--- src/rtl/ann_pkg.sv ---
// Shared constants and state encoding for the ANN spike encoder.
// Step-index width is derived from the timestep count by step_w().
package ann_pkg;

  localparam int DATA_W_DEF  = 8;
  localparam int IN_CH_DEF   = 8;
  localparam int T_STEPS_DEF = 4;

  typedef enum logic {
    ST_IDLE = 1'b0,
    ST_ENC  = 1'b1
  } enc_state_t;

  function automatic int step_w(input int t_steps);
    return $clog2(t_steps) + 1;
  endfunction

  localparam int STEP_W_DEF = step_w(T_STEPS_DEF);

endpackage

--- src/rtl/if_neuron_lane.sv ---
// One integrate-and-fire channel: clamps the captured input, integrates it
// each timestep and fires with subtractive reset when the threshold is reached.
module if_neuron_lane #(
  parameter int DATA_W = 8,
  parameter int MEM_W  = DATA_W + 2,
  parameter int THRESH = 128
) (
  input  logic                     clk,
  input  logic                     rst,
  input  logic                     i_load,
  input  logic                     i_step,
  input  logic signed [DATA_W-1:0] i_data,
  output logic                     o_spike
);

  logic [DATA_W-1:0] r_x;
  logic [MEM_W-1:0]  r_v;

  logic [DATA_W-1:0] w_clamped;
  logic [DATA_W-1:0] w_x;
  logic [MEM_W-1:0]  w_v;
  logic [MEM_W-1:0]  w_vn;
  logic [MEM_W-1:0]  w_v_next;

  assign w_clamped = i_data[DATA_W-1] ? '0 : DATA_W'(i_data);

  // A capture computes step 0 from a cleared membrane and the fresh input,
  // so the first spike is ready on the same edge that loads the lane.
  assign w_x      = i_load ? w_clamped : r_x;
  assign w_v      = i_load ? '0 : r_v;
  assign w_vn     = w_v + MEM_W'(w_x);
  assign o_spike  = (w_vn >= MEM_W'(THRESH));
  assign w_v_next = o_spike ? (w_vn - MEM_W'(THRESH)) : w_vn;

  // NOTE: state registers use non-blocking assignments so every lane and the
  // controller see the pre-edge values of each other within the same cycle.
  always_ff @(posedge clk) begin
    if (rst) begin
      r_x <= '0;
      r_v <= '0;
    end else if (i_load) begin
      r_x <= w_clamped;
      r_v <= w_v_next;
    end else if (i_step) begin
      r_v <= w_v_next;
    end
  end

endmodule

--- src/rtl/ann_spike_encoder.sv ---
// Rate-codes captured C2 vectors into T_STEPS spike beats over valid/ready,
// with a four-phase capture handshake and per-frame vector tracking.
module ann_spike_encoder
  import ann_pkg::*;
#(
  parameter int DATA_W    = DATA_W_DEF,
  parameter int IN_CH     = IN_CH_DEF,
  parameter int T_STEPS   = T_STEPS_DEF,
  parameter int THRESH    = 128,
  parameter int FRAME_PIX = 6,
  parameter int MEM_W     = DATA_W + 2
) (
  input  logic                    clk,
  input  logic                    rst,
  input  logic                    i_encoder_req,
  input  logic [IN_CH*DATA_W-1:0] i_encoder_data_flat,
  output logic                    o_encoder_ack,
  output logic                    o_spike_valid,
  input  logic                    i_spike_ready,
  output logic [IN_CH-1:0]        o_spike_vec,
  output logic [$clog2(T_STEPS):0] o_step_idx,
  output logic                    o_vec_last,
  output logic                    o_frame_last
);

  localparam int STEP_W = step_w(T_STEPS);
  localparam int PIX_W  = $clog2(FRAME_PIX + 1);
  localparam logic [STEP_W-1:0] LAST_STEP = STEP_W'(T_STEPS - 1);
  localparam logic [PIX_W-1:0]  LAST_PIX  = PIX_W'(FRAME_PIX - 1);

  enc_state_t         r_state;
  logic               r_armed;
  logic               r_ack;
  logic               r_valid;
  logic [IN_CH-1:0]   r_spike_vec;
  logic [STEP_W-1:0]  r_step_idx;
  logic               r_vec_last;
  logic               r_frame_last;
  logic [PIX_W-1:0]   r_pix;

  logic               w_capture;
  logic               w_fire;
  logic               w_advance;
  logic               w_done;
  logic [STEP_W-1:0]  w_step_next;
  logic [IN_CH-1:0]   w_spike;

  assign w_capture   = (r_state == ST_IDLE) && r_armed && i_encoder_req;
  assign w_fire      = (r_state == ST_ENC) && r_valid && i_spike_ready;
  assign w_advance   = w_fire && (r_step_idx != LAST_STEP);
  assign w_done      = w_fire && (r_step_idx == LAST_STEP);
  assign w_step_next = r_step_idx + STEP_W'(1);

  for (genvar c = 0; c < IN_CH; c++) begin : g_lane
    if_neuron_lane #(
      .DATA_W (DATA_W),
      .MEM_W  (MEM_W),
      .THRESH (THRESH)
    ) u_lane (
      .clk     (clk),
      .rst     (rst),
      .i_load  (w_capture),
      .i_step  (w_advance),
      .i_data  (i_encoder_data_flat[c*DATA_W +: DATA_W]),
      .o_spike (w_spike[c])
    );
  end

  always_ff @(posedge clk) begin
    if (rst) begin
      r_state      <= ST_IDLE;
      r_armed      <= 1'b1;
      r_ack        <= 1'b0;
      r_valid      <= 1'b0;
      r_spike_vec  <= '0;
      r_step_idx   <= '0;
      r_vec_last   <= 1'b0;
      r_frame_last <= 1'b0;
      r_pix        <= '0;
    end else begin
      // The ack/re-arm sequence runs independently of the beat stream.
      if (w_capture) begin
        r_ack   <= 1'b1;
        r_armed <= 1'b0;
      end else if (r_ack && !i_encoder_req) begin
        r_ack   <= 1'b0;
        r_armed <= 1'b1;
      end

      case (r_state)
        ST_IDLE: begin
          if (w_capture) begin
            r_state      <= ST_ENC;
            r_valid      <= 1'b1;
            r_spike_vec  <= w_spike;
            r_step_idx   <= '0;
            r_vec_last   <= (LAST_STEP == '0);
            r_frame_last <= (LAST_STEP == '0) && (r_pix == LAST_PIX);
          end
        end
        ST_ENC: begin
          if (w_advance) begin
            r_spike_vec  <= w_spike;
            r_step_idx   <= w_step_next;
            r_vec_last   <= (w_step_next == LAST_STEP);
            r_frame_last <= (w_step_next == LAST_STEP) && (r_pix == LAST_PIX);
          end else if (w_done) begin
            r_state      <= ST_IDLE;
            r_valid      <= 1'b0;
            r_spike_vec  <= '0;
            r_step_idx   <= '0;
            r_vec_last   <= 1'b0;
            r_frame_last <= 1'b0;
            r_pix        <= (r_pix == LAST_PIX) ? '0 : r_pix + PIX_W'(1);
          end
        end
      endcase
    end
  end

  assign o_encoder_ack = r_ack;
  assign o_spike_valid = r_valid;
  assign o_spike_vec   = r_spike_vec;
  assign o_step_idx    = r_step_idx;
  assign o_vec_last    = r_vec_last;
  assign o_frame_last  = r_frame_last;

endmodule

--- config.mk ---
export PLATFORM = sky130hd
export DESIGN_NAME = ann_spike_encoder
export DESIGN_NICKNAME = d
export VERILOG_FILES = /design/src/rtl/ann_pkg.sv /design/src/rtl/if_neuron_lane.sv /design/src/rtl/ann_spike_encoder.sv
export SDC_FILE = /design/constraint.sdc
export NUM_CORES = 1
export LEC_CHECK = 0
export CELL_PAD_IN_SITES_DETAIL_PLACEMENT = 1
export CELL_PAD_IN_SITES_GLOBAL_PLACEMENT = 1
export CORE_UTILIZATION = 47
export CTS_CLUSTER_SIZE = 30
export DETAILED_ROUTE_END_ITERATION = 7
export GPL_TIMING_DRIVEN = 0
export PLACE_DENSITY = 0.85
export SLEW_MARGIN = 5
export SYNTH_ARGS = -nofsm -noshare
export SYNTH_HDL_FRONTEND = slang
export SYNTH_SLANG_ARGS = --single-unit
export TNS_END_PERCENT = 50
--- constraint.sdc ---
create_clock -name clk -period 8.8 [get_ports clk]
set_input_delay 1.32 -clock clk [delete_from_list [all_inputs] [get_ports clk]]
set_output_delay 1.32 -clock clk [all_outputs]
set_load 0.02 [all_outputs]
## Word level (Yosys, flattened, before mapping)

Index checks and enable logic that the tools add are counted.

| storage, ports and cells | value |
|---|---|
| flip-flop bits (word level) | 164 |
| input port bits | 68 |
| output and inout bits | 15 |
| logic and storage cells | 149 |

| operators by class | value |
|---|---|
| add/subtract/negate cells | 18 |
| magnitude comparators | 8 |
| reductions and logical operators | 14 |
| bitwise operators | 2 |
| muxes and demuxes | 74 |
| equality and inequality tests | 8 |

Operators by type and width:

| cell | count |
|---|---|
| 10-bit two-way mux | 32 |
| 8-bit two-way mux | 11 |
| 10-bit by 8-bit adder with 10-bit output | 8 |
| 10-bit by 8-bit greater-or-equal comparator with 1-bit output, second input constant | 8 |
| 10-bit by 8-bit subtractor with 10-bit output, second input constant | 8 |
| 7-bit two-way mux | 8 |
| 8-bit one-hot mux with 2 select lines | 1 |
| 1-bit two-way mux | 13 |
| 3-bit two-way mux | 4 |
| 1-bit logical AND | 8 |
| 1-bit one-hot mux with 2 select lines | 4 |
| 3-bit by 1-bit adder with 3-bit output, second input constant | 2 |
| 3-bit by 2-bit equality test with 1-bit output, second input constant | 2 |
| 3-bit one-hot mux with 2 select lines | 1 |
| 3-bit AND reduction | 2 |
| 2-bit by 1-bit inequality test with 1-bit output, second input constant | 2 |
| 2-bit nonzero test | 2 |
| 3-bit equality test, second input constant | 1 |
| 3-bit by 1-bit inequality test with 1-bit output, second input constant | 1 |
| 3-bit by 2-bit inequality test with 1-bit output, second input constant | 1 |
| 2-bit inequality test, second input constant | 1 |
| 1-bit inverter | 2 |
| 2-bit AND reduction | 1 |
| 1-bit zero test | 1 |

## Logic depth before layout (Yosys ltp)

Gate-level depths: netlist of run 1.

| logic depth | value |
|---|---|
| word-level depth | 9 |
| mapped depth | 20 |
| mapped depth without buffers | 17 |

## Modules after synthesis

A second synthesis of run 1 with hierarchy kept.

| unflattened totals | value |
|---|---|
| cell total of the unflattened synthesis | 1308 |
| area total of the unflattened synthesis | 10930.5 um^2 |

Modules (own cells, without submodules):

| module | instances | area an instance (um^2) | seq. area each (um^2) | cells an instance |
|---|---|---|---|---|
| if_neuron_lane at g_lane[0].u_lane ... | 5 | 1260.0 | 360.3 | 151 |
| if_neuron_lane at g_lane[1].u_lane | 1 | 1257.5 | 360.3 | 151 |
| if_neuron_lane at g_lane[7].u_lane | 1 | 1244.9 | 360.3 | 151 |
| if_neuron_lane at g_lane[6].u_lane | 1 | 1239.9 | 360.3 | 151 |
| ann_spike_encoder | 1 | 888.4 | 400.4 | 100 |

## Worst setup path before layout of run 1

No wires, ideal clock.

| timing | value |
|---|---|
| path kind | input port to flip-flop |
| start point | in i_encoder_req |
| end point | reg g_lane[3].u_lane.r_v[9] |
| stages on the path | 20 |
| buffers on the path | 4 |
| arrival | 4.938 ns |
| library setup time | 0.095 ns |
| path slack | 3.767 ns |
| data required time | 8.705 ns |
| cell sequence | nor2b_1 -> nand2_2 -> buf_4 -> clkbuf_1 -> buf_1 -> clkbuf_1 -> and2_1 -> ha_1 -> inv_1 -> fa_1 -> nand2b_1 -> a21oi_1 -> o21ai_0 -> a21o_1 -> xnor2_1 -> ha_1 -> xnor2_1 -> xnor2_1 -> or4_1 -> o311ai_1 |

| between the ends | value |
|---|---|
| cells in the longest elaborated chain, start to end | 7 |
| elaborated cells on any way between the ends | 10 |
| those cells by class | add/sub (2); order compare (1); mux (5); reduce/logical (2) |

Ends and longest elaborated chain:

| element | RTL line | RTL |
|---|---|---|
| start, declared | ann_spike_encoder.sv:15 | `input logic i_encoder_req,` |
| 1-bit logical AND (*) | ann_spike_encoder.sv:48 | `assign w_capture = (r_state == ST_IDLE) && r_armed && i_encoder_req;` |
| 10-bit two-way mux or 8-bit two-way mux (tied branches) | if_neuron_lane.sv:30, if_neuron_lane.sv:29 |  |
| 10-bit by 8-bit adder with 10-bit output | if_neuron_lane.sv:31 | `assign w_vn = w_v + MEM_W'(w_x);` |
| 10-bit by 8-bit subtractor with 10-bit output or 10-bit by 8-bit greater-or-equal comparator with 1-bit output (tied branches) | if_neuron_lane.sv:33, if_neuron_lane.sv:32 |  |
| 10-bit two-way mux | if_neuron_lane.sv:33 | `assign w_v_next = o_spike ? (w_vn - MEM_W'(THRESH)) : w_vn;` |
| 10-bit two-way mux | if_neuron_lane.sv:44 | `end else if (i_step) begin` |
| 10-bit two-way mux | if_neuron_lane.sv:41 | `end else if (i_load) begin` |
| end signal, assigned | if_neuron_lane.sv:43 | `r_v <= w_v_next;` |
| end signal, assigned | if_neuron_lane.sv:45 | `r_v <= w_v_next;` |
| end, declared | if_neuron_lane.sv:17 | `logic [MEM_W-1:0] r_v;` |

Every way passes the cells marked *; elsewhere a longest branch is shown, timed or not. The select of a mux whose other input is x is not followed.
A chain may end at the register's enable or synchronous reset.

## Worst setup path after layout of run 1

Ends and elaborated chain as after synthesis.

==> results of run 1 <==
## logic make-up (layout without fill, tap and decap cells)
group | count (synthesis) | in the layout | synth area share, %
XOR/XNOR | 46 | 46 | 4.16
multiplexers | 6 | 6 | 0.609
buffers and inverters | 114 | 227 | 4.49
flip-flops | 164 | 164 | 33.3
AND/OR/NAND/NOR | 526 | 526 | 26.7
AO/OA/AOI/OAI | 308 | 308 | 19.7
adder cells (fa/ha/maj) | 83 | 83 | 11.1
## cell type report
class / instances / area [sq um]
inverter: 58 / 218
buffer: 56 / 225
tap: 270 / 338
fill: 2545 / 8790
clock inverter: 9 / 124
clock buffer: 23 / 498
sequential: 164 / 3280
multi-input combinational: 969 / 6140
timing repair buffer: 81 / 811
## report_power, final
group          switching [uW]  internal (uW)
Sequential               17.2            774
Clock                     322            483
Combinational             230            126
## layer usage
layer | share of wire, % | track usage, %
met1 | 42 | 38.7
met2 | 48 | 55.2
met3 | 5.1 | 5.22
met4 | 3.9 | 15.0
met5 | 0 | 0
## flip-flops by register name, summed over array words and instances, names as in the netlist
name               cells
g_lane.u_lane.r_v     80
g_lane.u_lane.r_x     64
o_spike_vec            8
o_step_idx             3
r_pix                  3
o_encoder_ack          1
o_frame_last           1
o_spike_valid          1
o_vec_last             1
r_armed                1
r_state                1
## Yosys cell counts (5+ instances only)
cell / n
xor2_1: 14
nor3b_1: 9
nand2_1: 193
nand2b_1: 66
nand3_1: 25
o21ai_1: 7
a21oi_1: 110
or3_1: 8
a21o_1: 8
o21a_1: 6
nor2_1: 67
ha_1: 75
o2111ai_1: 6
fa_1: 8
mux2i_1: 6
nor3_1: 8
a22o_1: 8
o21ai_0: 82
dfxtp_1: 164
and2_1: 67
buf_2: 9
xnor2_1: 31
inv_1: 58
o211ai_1: 9
clkbuf_1: 43
o31ai_1: 5
nor2b_1: 65
a31oi_1: 6
a211oi_1: 9
## per-stage QoR
stage	cells	power, uW	util (%)	worst slack [ps]
final	1630	1950	57.0	2400
after CTS	1630	1950	57.0	2430
after global routing	1630	2020	57.0	2180
after floorplan	1247	1010	-	3770
after detailed placement	1598	1150	53.9	2060
after global placement	1598	1140	53.9	2200
## cells in the final DEF, fill, tap and decap left out, types with 17 or more instances in the layout
master	instances
a21oi_1	110
and2_1	67
clkbuf_1	44
clkbuf_16	17
clkdlybuf4s50_1	81
dfxtp_1	164
ha_1	75
inv_1	58
nand2_1	193
nand2b_1	66
nand3_1	25
nor2_1	67
nor2b_1	65
o21ai_0	82
xnor2_1	31
## worst register-to-register path, stage by stage, from the launching register on
cell,delay (ps)
dfxtp_1,360
nor2b_1,90
nand2_2,160
buf_4,240
clkbuf_1,350
buf_1,550
clkbuf_1,660
and2_1,230
ha_1,210
inv_1,80
fa_1,410
nand2b_1,190
a21oi_1,150
o21ai_0,130
a21o_1,230
xnor2_1,150
ha_1,210
xnor2_1,180
xnor2_1,110
or4_1,510
o311ai_1,100
## final timing paths
kind | to | depth (start not counted) | slack, ps | from
worst max-delay path | g_lane[3].u_lane.r_v[9] | 21 | 2400 | i_encoder_req
worst min register to register | g_lane[1].u_lane.r_v[2] | 2 | 450 | g_lane[1].u_lane.r_v[2]
worst max register to register | g_lane[3].u_lane.r_v[9] | 20 | 3410 | r_state
worst min-delay path | g_lane[1].u_lane.r_v[2] | 2 | 450 | g_lane[1].u_lane.r_v[2]
==> flow_summary_export.csv, run 1 <==
group,metric,value,unit
setup_path,worst_ep_arrival_time,6750,ps
setup_path,worst_ep_required_time,9150,ps
floorplanning,initial_core_util,48.3,%
sta,final.setup_skew,8.47,ps
power_and_ir_drop,p_leak,0.00478,uW
detailed_routing,viasPerCell,5.81,
yosys,number_of_synthesized_flops_with_an_enable_pin,0,
sta,finalHoldViolations,0,
clocking,postCtsResizedCells,0,
setup_path,crit_path_end_kind,"flop",
yosys,ys_async_sr_fraction,0,%
yosys,average_footprint_of_a_synthesized_cell,7.91,sq um
floorplanning,design.core.area,20400,sq um
detailed_routing,totalWireLength,33.7,mm
detailed_routing,postRouteAntennaNets,0,
place,placed_standard_cell_area,11000,sq um
floorplanning,die_height,147,um
cells_and_area,layout.nets,1498,
yosys,synth.net_count,1398,
setup_path,critical_path_peak_fanout,10,
setup_path,critical-path-slowest-cell,"clkbuf_1",
clocking,post_cts_hold_buffer_count,0,
yosys,post-synth-top-area-fraction,33.3,%
sta,achievable-frequency,0.156,GHz
sta,finalCritPeriodShare,72.7,%
clocking,postCtsSetupRepairBufs,0,
job,cap_violations,0,
yosys,synth-warning-count,0,
power_and_ir_drop,power_per_cell_area,168,nW/um^2
detailed_routing,first_pass_iters,5,
clocking,clock_tree_from_tritoncts,"built",
sta,max_transition_margin,29.7,%
global_route,groute.usage.overall,32.0,%
sta,fin_hold_ws,447,ps
setup_path,criticalPathCategory,"in2reg",
global_route,pin_count_of_the_biggest_net_entering_global_routing,17,
cells_and_area,synthToLayoutAreaGrowth,17.9,%
sta,fin_setup_tns,0,ps
detailed_routing,routed_wire_length_per_instance,20.6,um
sta,maxSlewViolCount,0,
yosys,yosysTopAreaCell,"dfxtp_1",
clocking,insertion_delay,450,ps
detailed_routing,number_of_remaining_drc_errors,0,
global_route,grt_overflow_total,0,
sta,period_minus_slack,6400,ps
yosys,synth_sequential_area_ratio,33.3,%
yosys,synth_cell_type_count,66,
clocking,clockBufferDepth,2,
place,i_o_buffers,81,
global_route,grt_first_pass_wirelength,53.0,mm
cells_and_area,finish.instance_area,11600,sq um
min_path,timing.hold.worst.class,"reg2reg",
clocking,cts.root.buffer_cell,"clkbuf_16",
sta,setup_violations,0,
status,outcome,"finished, final reports clean",
clocking,h-tree-depth,4,
detailed_routing,route.vias.total,9468,
detailed_routing,drt_iter0_drc,422,
setup_path,cp_slowest_stage_delay,660,ps
sta,rsz0062_at_grt,"false",
place,dp_hpwl,23.2,mm
yosys,synth.cell_area,9870,sq um
clocking,post_cts_clock_slew_at_the_launch_and_capture_registers_of_the_worst_setup_and_hold_paths,70,ps
cells_and_area,layout-drive-gt1-share,4.12,%
floorplanning,fp-row-count,52,
setup_path,crit_family,"buffers and inverters",
clocking,numClockSinks,164,
yosys,yosys-top-cells-area,"dfxtp_1 33%, ha_1 9.5%, nand2_1 7.3%, a21oi_1 5.6%, and2_1 4.2%",
setup_path,crit_buf_inv,6,
setup_path,crit_chain,"clkdlybuf4s50_1, nor2b_1, nand2_2, buf_4, clkbuf_1, buf_1, clkbuf_1, and2_1, ha_1, inv_1, fa_1, nand2b_1, a21oi_1, o21ai_0, a21o_1, xnor2_1, ha_1, xnor2_1, xnor2_1, or4_1, o311ai_1",
yosys,yosys_most_used_dff,"dfxtp_1",
cells_and_area,antennaDiodeCount,0,
floorplanning,design.die.area,21600,sq um
floorplanning,ioPinCount,83,
floorplanning,die_width,147,um
setup_path,crit_path_start_kind,"primary input",
global_route,vias_in_the_first_global_route,10020,
power_and_ir_drop,ir_worst_vdd,0.138,mV
sta,worst-slew-pin-transition,1060,ps
global_route,grt_antenna_before_repair,0,
yosys,synthCells,1247,
yosys,ys_seq_elements,164,
setup_path,timing.critical_path.mode_cell,"xnor2_1",
clocking,cts_inserted_buffers,17,
place,globalplace.congestion,0.890,
(Power assumes the default switching activity.)
==> run 2: changes to the inputs <==
Settings changed: CORE_UTILIZATION 47 to 44, PLACE_DENSITY 0.85 to 0.8.
Clock period 8.8 ns to 6.3 ns, I/O delays scaled along.
==> flow_summary_export.csv, run 2 (synthesis gave the netlist of run 1 again) <==
group,metric,value,unit
sta,period_minus_slack,6040,ps
floorplanning,die_height,152,um
floorplanning,design.core.area,21900,sq um
place,globalplace.congestion,0.852,
detailed_routing,drt_iter0_drc,400,
clocking,cts.root.buffer_cell,"clkbuf_16",
place,dp_hpwl,23.0,mm
clocking,post_cts_hold_buffer_count,0,
sta,max_transition_margin,26.2,%
clocking,numClockSinks,164,
detailed_routing,totalWireLength,32.4,mm
floorplanning,design.die.area,23000,sq um
floorplanning,fp-row-count,54,
detailed_routing,route.vias.total,9284,
detailed_routing,routed_wire_length_per_instance,19.8,um
cells_and_area,most-common-layout-cells,"193 x nand2_1, 164 x dfxtp_1, 110 x a21oi_1, 82 x o21ai_0, 81 x clkdlybuf4s50_1",
cells_and_area,final_common_cell,"nand2_1",
clocking,insertion_delay,430,ps
detailed_routing,viasPerCell,5.66,
sta,rsz0062_at_grt,"false",
cells_and_area,top_register,"g_lane.u_lane.r_v",
detailed_routing,postRouteAntennaNets,0,
sta,fin_setup_tns,0,ps
setup_path,crit_path_end_kind,"flop",
detailed_routing,first_pass_iters,5,
clocking,cts_inserted_buffers,17,
cells_and_area,largest_reg_flops,80,
job,cap_violations,0,
sta,achievable-frequency,0.165,GHz
min_path,timing.hold.worst.class,"reg2reg",
clocking,clock_tree_from_tritoncts,"built",
detailed_routing,number_of_remaining_drc_errors,0,
power_and_ir_drop,power_per_cell_area,234,nW/um^2
status,outcome,"finished, final reports clean",
cells_and_area,layout.nets,1498,
setup_path,crit_chain,"clkdlybuf4s50_1, nor2b_1, nand2_2, buf_4, clkbuf_1, buf_1, buf_1, and2_1, ha_1, inv_1, fa_1, nor2b_1, o2111ai_1, nand3_1, nand2_1, xor2_1, inv_1, ha_1, or3_1, a311oi_1",
setup_path,worst_ep_arrival_time,6370,ps
clocking,clockBufferDepth,2,
global_route,grt_antenna_before_repair,0,
cells_and_area,synthToLayoutAreaGrowth,18.1,%
sta,finalCritPeriodShare,95.9,%
clocking,h-tree-depth,4,
floorplanning,die_width,152,um
setup_path,cp_slowest_stage_delay,640,ps
sta,finalHoldViolations,0,
setup_path,critical-path-slowest-cell,"buf_1",
place,i_o_buffers,81,
global_route,grt_first_pass_wirelength,50.3,mm
global_route,groute.usage.overall,29.3,%
global_route,pin_count_of_the_biggest_net_entering_global_routing,17,
setup_path,crit_path_start_kind,"primary input",
setup_path,crit_family,"buffers and inverters",
power_and_ir_drop,ir_worst_vdd,0.183,mV
clocking,post_cts_clock_slew_at_the_launch_and_capture_registers_of_the_worst_setup_and_hold_paths,60,ps
cells_and_area,layout-drive-gt1-share,3.90,%
setup_path,critical_path_peak_fanout,10,
power_and_ir_drop,p_leak,0.00476,uW
floorplanning,initial_core_util,45.1,%
global_route,grt_overflow_total,0,
cells_and_area,antennaDiodeCount,0,
sta,final.setup_skew,7.87,ps
setup_path,crit_buf_inv,7,
sta,setup_violations,0,
sta,final.setup.worst_slack,255,ps
setup_path,criticalPathCategory,"in2reg",
sta,worst-slew-pin-transition,1110,ps
global_route,vias_in_the_first_global_route,9376,
place,dpl_worst_slack,-8.42,ps
setup_path,worst_ep_required_time,6630,ps
sta,maxSlewViolCount,0,
floorplanning,ioPinCount,83,
## run 2: cell types whose count changed in the layout (fill, tap and decap cells not counted)
cell,delta
buf_1,+2
bufinv_16,+1
clkbuf_1,+1
clkbuf_8,-2
clkinv_2,-4
clkinv_4,-1
clkinvlp_4,+3
## run 2: metrics by stage
step | cell area, sq um | cells | hold slack (ps) | total power, uW | util (%)
6_report | 11700 | 1640 | 447 | 2730 | 53.2
5_1_grt | 11700 | 1640 | 461 | 2830 | 53.2
4_1_cts | 11700 | 1640 | 448 | 2730 | 53.2
3_5_place_dp | 11000 | 1608 | 439 | 1610 | 50.4
3_3_place_gp | 11000 | 1608 | 433 | 1590 | 50.4
2_1_floorplan | 9870 | 1247 | 425 | 1410 | -
## run 2: per-layer routing
layer,global-route usage [%],share of wire (%),vias to the layer above
met3,5.00,4.6,56
met2,50.1,48,219
met5,0,0,-
met1,36.4,45,4555
li1,-,-,4454
met4,11.4,2.7,0
## run 2: cell type report
cell class / instances / area, sq um
Buffer: 56 / 225
Clock buffer: 24 / 482
Clock inverter: 8 / 148
Fill cell: 2726 / 10200
Inverter: 58 / 218
Multi-Input combinational cell: 969 / 6140
Sequential cell: 164 / 3280
Tap cell: 280 / 350
Timing Repair Buffer: 81 / 811
## run 2: path summary, 6_finish.rpt
path,depth (start not counted),startpoint,to,slack (ps)
min,2,g_lane[2].u_lane.r_v[5],g_lane[2].u_lane.r_v[5],450
max reg2reg,19,r_state,g_lane[7].u_lane.r_v[9],910
min reg2reg,2,g_lane[2].u_lane.r_v[5],g_lane[2].u_lane.r_v[5],450
max,20,i_encoder_req,g_lane[7].u_lane.r_v[9],260
## run 2: where the power goes
| group | internal, uW | switching, uW | total, uW |
|---|---|---|---|
| Clock | 696 | 437 | 1130 |
| Combinational | 175 | 317 | 492 |
| Sequential | 1080 | 23.8 | 1110 |
| Total | 1950 | 777 | 2730 |
## run 2: timing repair
item / 4_1_cts / 5_1_grt
resized for setup: 0 / 2
setup endpoints to repair: 0 / 2
setup buffers: 0 / 0
## run 2: tightest hold or removal path, stage by stage, from the launching register on
cell,delay (ps)
dfxtp_1,300
nand2_1,50
a21oi_1,50
==> run 3: changes to the inputs <==
Settings changed: SLEW_MARGIN 5 to 40.
==> flow_summary_export.csv, run 3 (synthesis gave the netlist of run 1 again) <==
group,metric,value,unit
status,outcome,"finished, final reports clean",
clocking,insertion_delay,440,ps
place,dp.cells,1609,
floorplanning,die_height,152,um
cells_and_area,synthToLayoutAreaGrowth,18.2,%
global_route,groute.usage.overall,29.4,%
sta,finalCritPeriodShare,95.3,%
detailed_routing,met2_length,15.3,mm
place,i_o_buffers,81,
detailed_routing,wl_met3,1.43,mm
detailed_routing,routed_wire_length_per_instance,19.7,um
floorplanning,die_width,152,um
cells_and_area,finish.instance_area,11700,sq um
floorplanning,design.core.area,21900,sq um
clocking,clock_tree_from_tritoncts,"built",
clocking,postCtsSetupRepairBufs,0,
clocking,h-tree-depth,4,
setup_path,crit_buf_inv,6,
setup_path,crit_chain,"clkdlybuf4s50_1, nor2b_1, nand2_2, buf_4, clkbuf_1, buf_1, clkbuf_1, and2_1, ha_1, inv_1, fa_1, nand2b_1, a21oi_1, o21ai_0, a21o_1, xnor2_1, ha_1, xnor2_1, xnor2_1, or4_1, o311ai_1",
cells_and_area,final_cell_count_no_fill,1641,
global_route,pin_count_of_the_biggest_net_entering_global_routing,17,
global_route,grt_overflow_total,0,
floorplanning,ioPinCount,83,
setup_path,criticalPathCategory,"in2reg",
cells_and_area,most-common-layout-cells,"193 x nand2_1, 164 x dfxtp_1, 110 x a21oi_1, 82 x o21ai_0, 81 x clkdlybuf4s50_1",
setup_path,worst_ep_arrival_time,6350,ps
cells_and_area,layout-drive-gt1-share,4.56,%
setup_path,critical-path-slowest-cell,"clkbuf_1",
setup_path,cp_slowest_stage_delay,610,ps
sta,rsz0062_at_grt,"false",
global_route,vias_in_the_first_global_route,9418,
detailed_routing,routed.top_layer,"met4",
detailed_routing,viasPerCell,5.64,
clocking,post_cts_hold_buffer_count,0,
clocking,cts_inserted_buffers,17,
clocking,cts.root.buffer_cell,"clkbuf_16",
global_route,grt_first_pass_wirelength,50.5,mm
detailed_routing,number_of_remaining_drc_errors,0,
detailed_routing,postRouteAntennaNets,0,
sta,worst-slew-pin-transition,881,ps
cells_and_area,antennaDiodeCount,0,
clocking,post_cts_clock_slew_at_the_launch_and_capture_registers_of_the_worst_setup_and_hold_paths,60,ps
setup_path,crit_path_end_kind,"flop",
detailed_routing,first_pass_iters,4,
detailed_routing,totalWireLength,32.3,mm
place,placed_standard_cell_area,11000,sq um
power_and_ir_drop,power_per_cell_area,231,nW/um^2
power_and_ir_drop,ir_worst_vdd,0.187,mV
setup_path,critical_path_peak_fanout,10,
floorplanning,initial_core_util,45.1,%
place,dp_hpwl,23.0,mm
floorplanning,design.die.area,23000,sq um
cells_and_area,final_common_cell,"nand2_1",
detailed_routing,met1_length,14.6,mm
setup_path,worst_ep_required_time,6650,ps
setup_path,crit_path_start_kind,"primary input",
detailed_routing,drt_iter0_drc,328,
cells_and_area,largest_reg_flops,80,
clocking,clockBufferDepth,2,
place,globalplace.congestion,0.852,
sta,period_minus_slack,6010,ps
cells_and_area,layout.nets,1499,
job,cap_violations,0,
sta,achievable-frequency,0.167,GHz
clocking,numClockSinks,164,
detailed_routing,route.vias.total,9251,
sta,finalHoldViolations,0,
power_and_ir_drop,p_leak,0.00478,uW
setup_path,crit_family,"buffers and inverters",
cells_and_area,top_register,"g_lane.u_lane.r_v",
sta,fin_hold_ws,448,ps
clocking,postCtsResizedCells,0,
sta,maxSlewViolCount,0,
floorplanning,fp-row-count,54,
sta,max_transition_margin,41.3,%
min_path,timing.hold.worst.class,"reg2reg",
setup_path,timing.critical_path.mode_cell,"xnor2_1",
global_route,grt_antenna_before_repair,0,
sta,final.setup_skew,10.6,ps
sta,setup_violations,0,
run 3: cell types whose count changed in the layout (fill, tap and decap cells not counted), sizes merged:
| cell | before | now |
|---|---|---|
| buf | 15 | 14 |
| bufinv | 4 | 3 |
| clkbuf | 65 | 63 |
| clkinv | 1 | 5 |
| inv | 58 | 59 |
run 3: routing by layer:
| layer | vias up | global-route usage [%] |
|---|---|---|
| li1 | 4457 | - |
| met1 | 4548 | 36.7 |
| met2 | 183 | 49.7 |
| met3 | 63 | 5.57 |
| met4 | 0 | 11.2 |
| met5 | - | 0 |
run 3: worst paths after layout:
path	startpoint	to	slack (ps)	cells past startpoint
hold / removal	g_lane[2].u_lane.r_v[5]	g_lane[2].u_lane.r_v[5]	450	2
setup / recovery	i_encoder_req	g_lane[3].u_lane.r_v[9]	290	21
hold reg to reg	g_lane[2].u_lane.r_v[5]	g_lane[2].u_lane.r_v[5]	450	2
setup reg to reg	r_state	g_lane[3].u_lane.r_v[9]	930	20
run 3: worst reg2reg max path, delay by kind of cell, from the launching register on:
| family | cells | cell delay (ps) |
|---|---|---|
| xor+xnor | 3 | 480 |
| simple gates | 5 | 1190 |
| buf+inv | 5 | 1790 |
| fa+ha+maj | 3 | 830 |
| flops | 1 | 380 |
| compound gates | 4 | 590 |
run 3: final cells by class:
cell class	instances	area [sq um]
tap	280	350
clock buffer	20	457
clock inverter	12	154
timing repair buffer	82	822
buffer	56	231
sequential	164	3280
multi-input combinational	969	6150
fill	2718	10200
inverter	58	218
run 3: report_power, final:
group,leakage [uW],internal [uW],switching (uW),total (uW)
combinational,0.00316,177,315,492
clock,0.000292,645,453,1100
sequential,0.00133,1080,23.2,1100
total,0.00478,1900,791,2690
run 3: per-stage QoR:
step	TNS (ps)	utilization, %	setup WS (ps)	total power (uW)
2_1_floorplan	0	-	1640	1410
3_3_place_gp	0	50.4	33.4	1590
3_5_place_dp	-4.33	50.5	-4.33	1610
4_1_cts	0	53.3	360	2710
5_1_grt	0	53.3	18.3	2800
6_report	0	53.3	295	2690
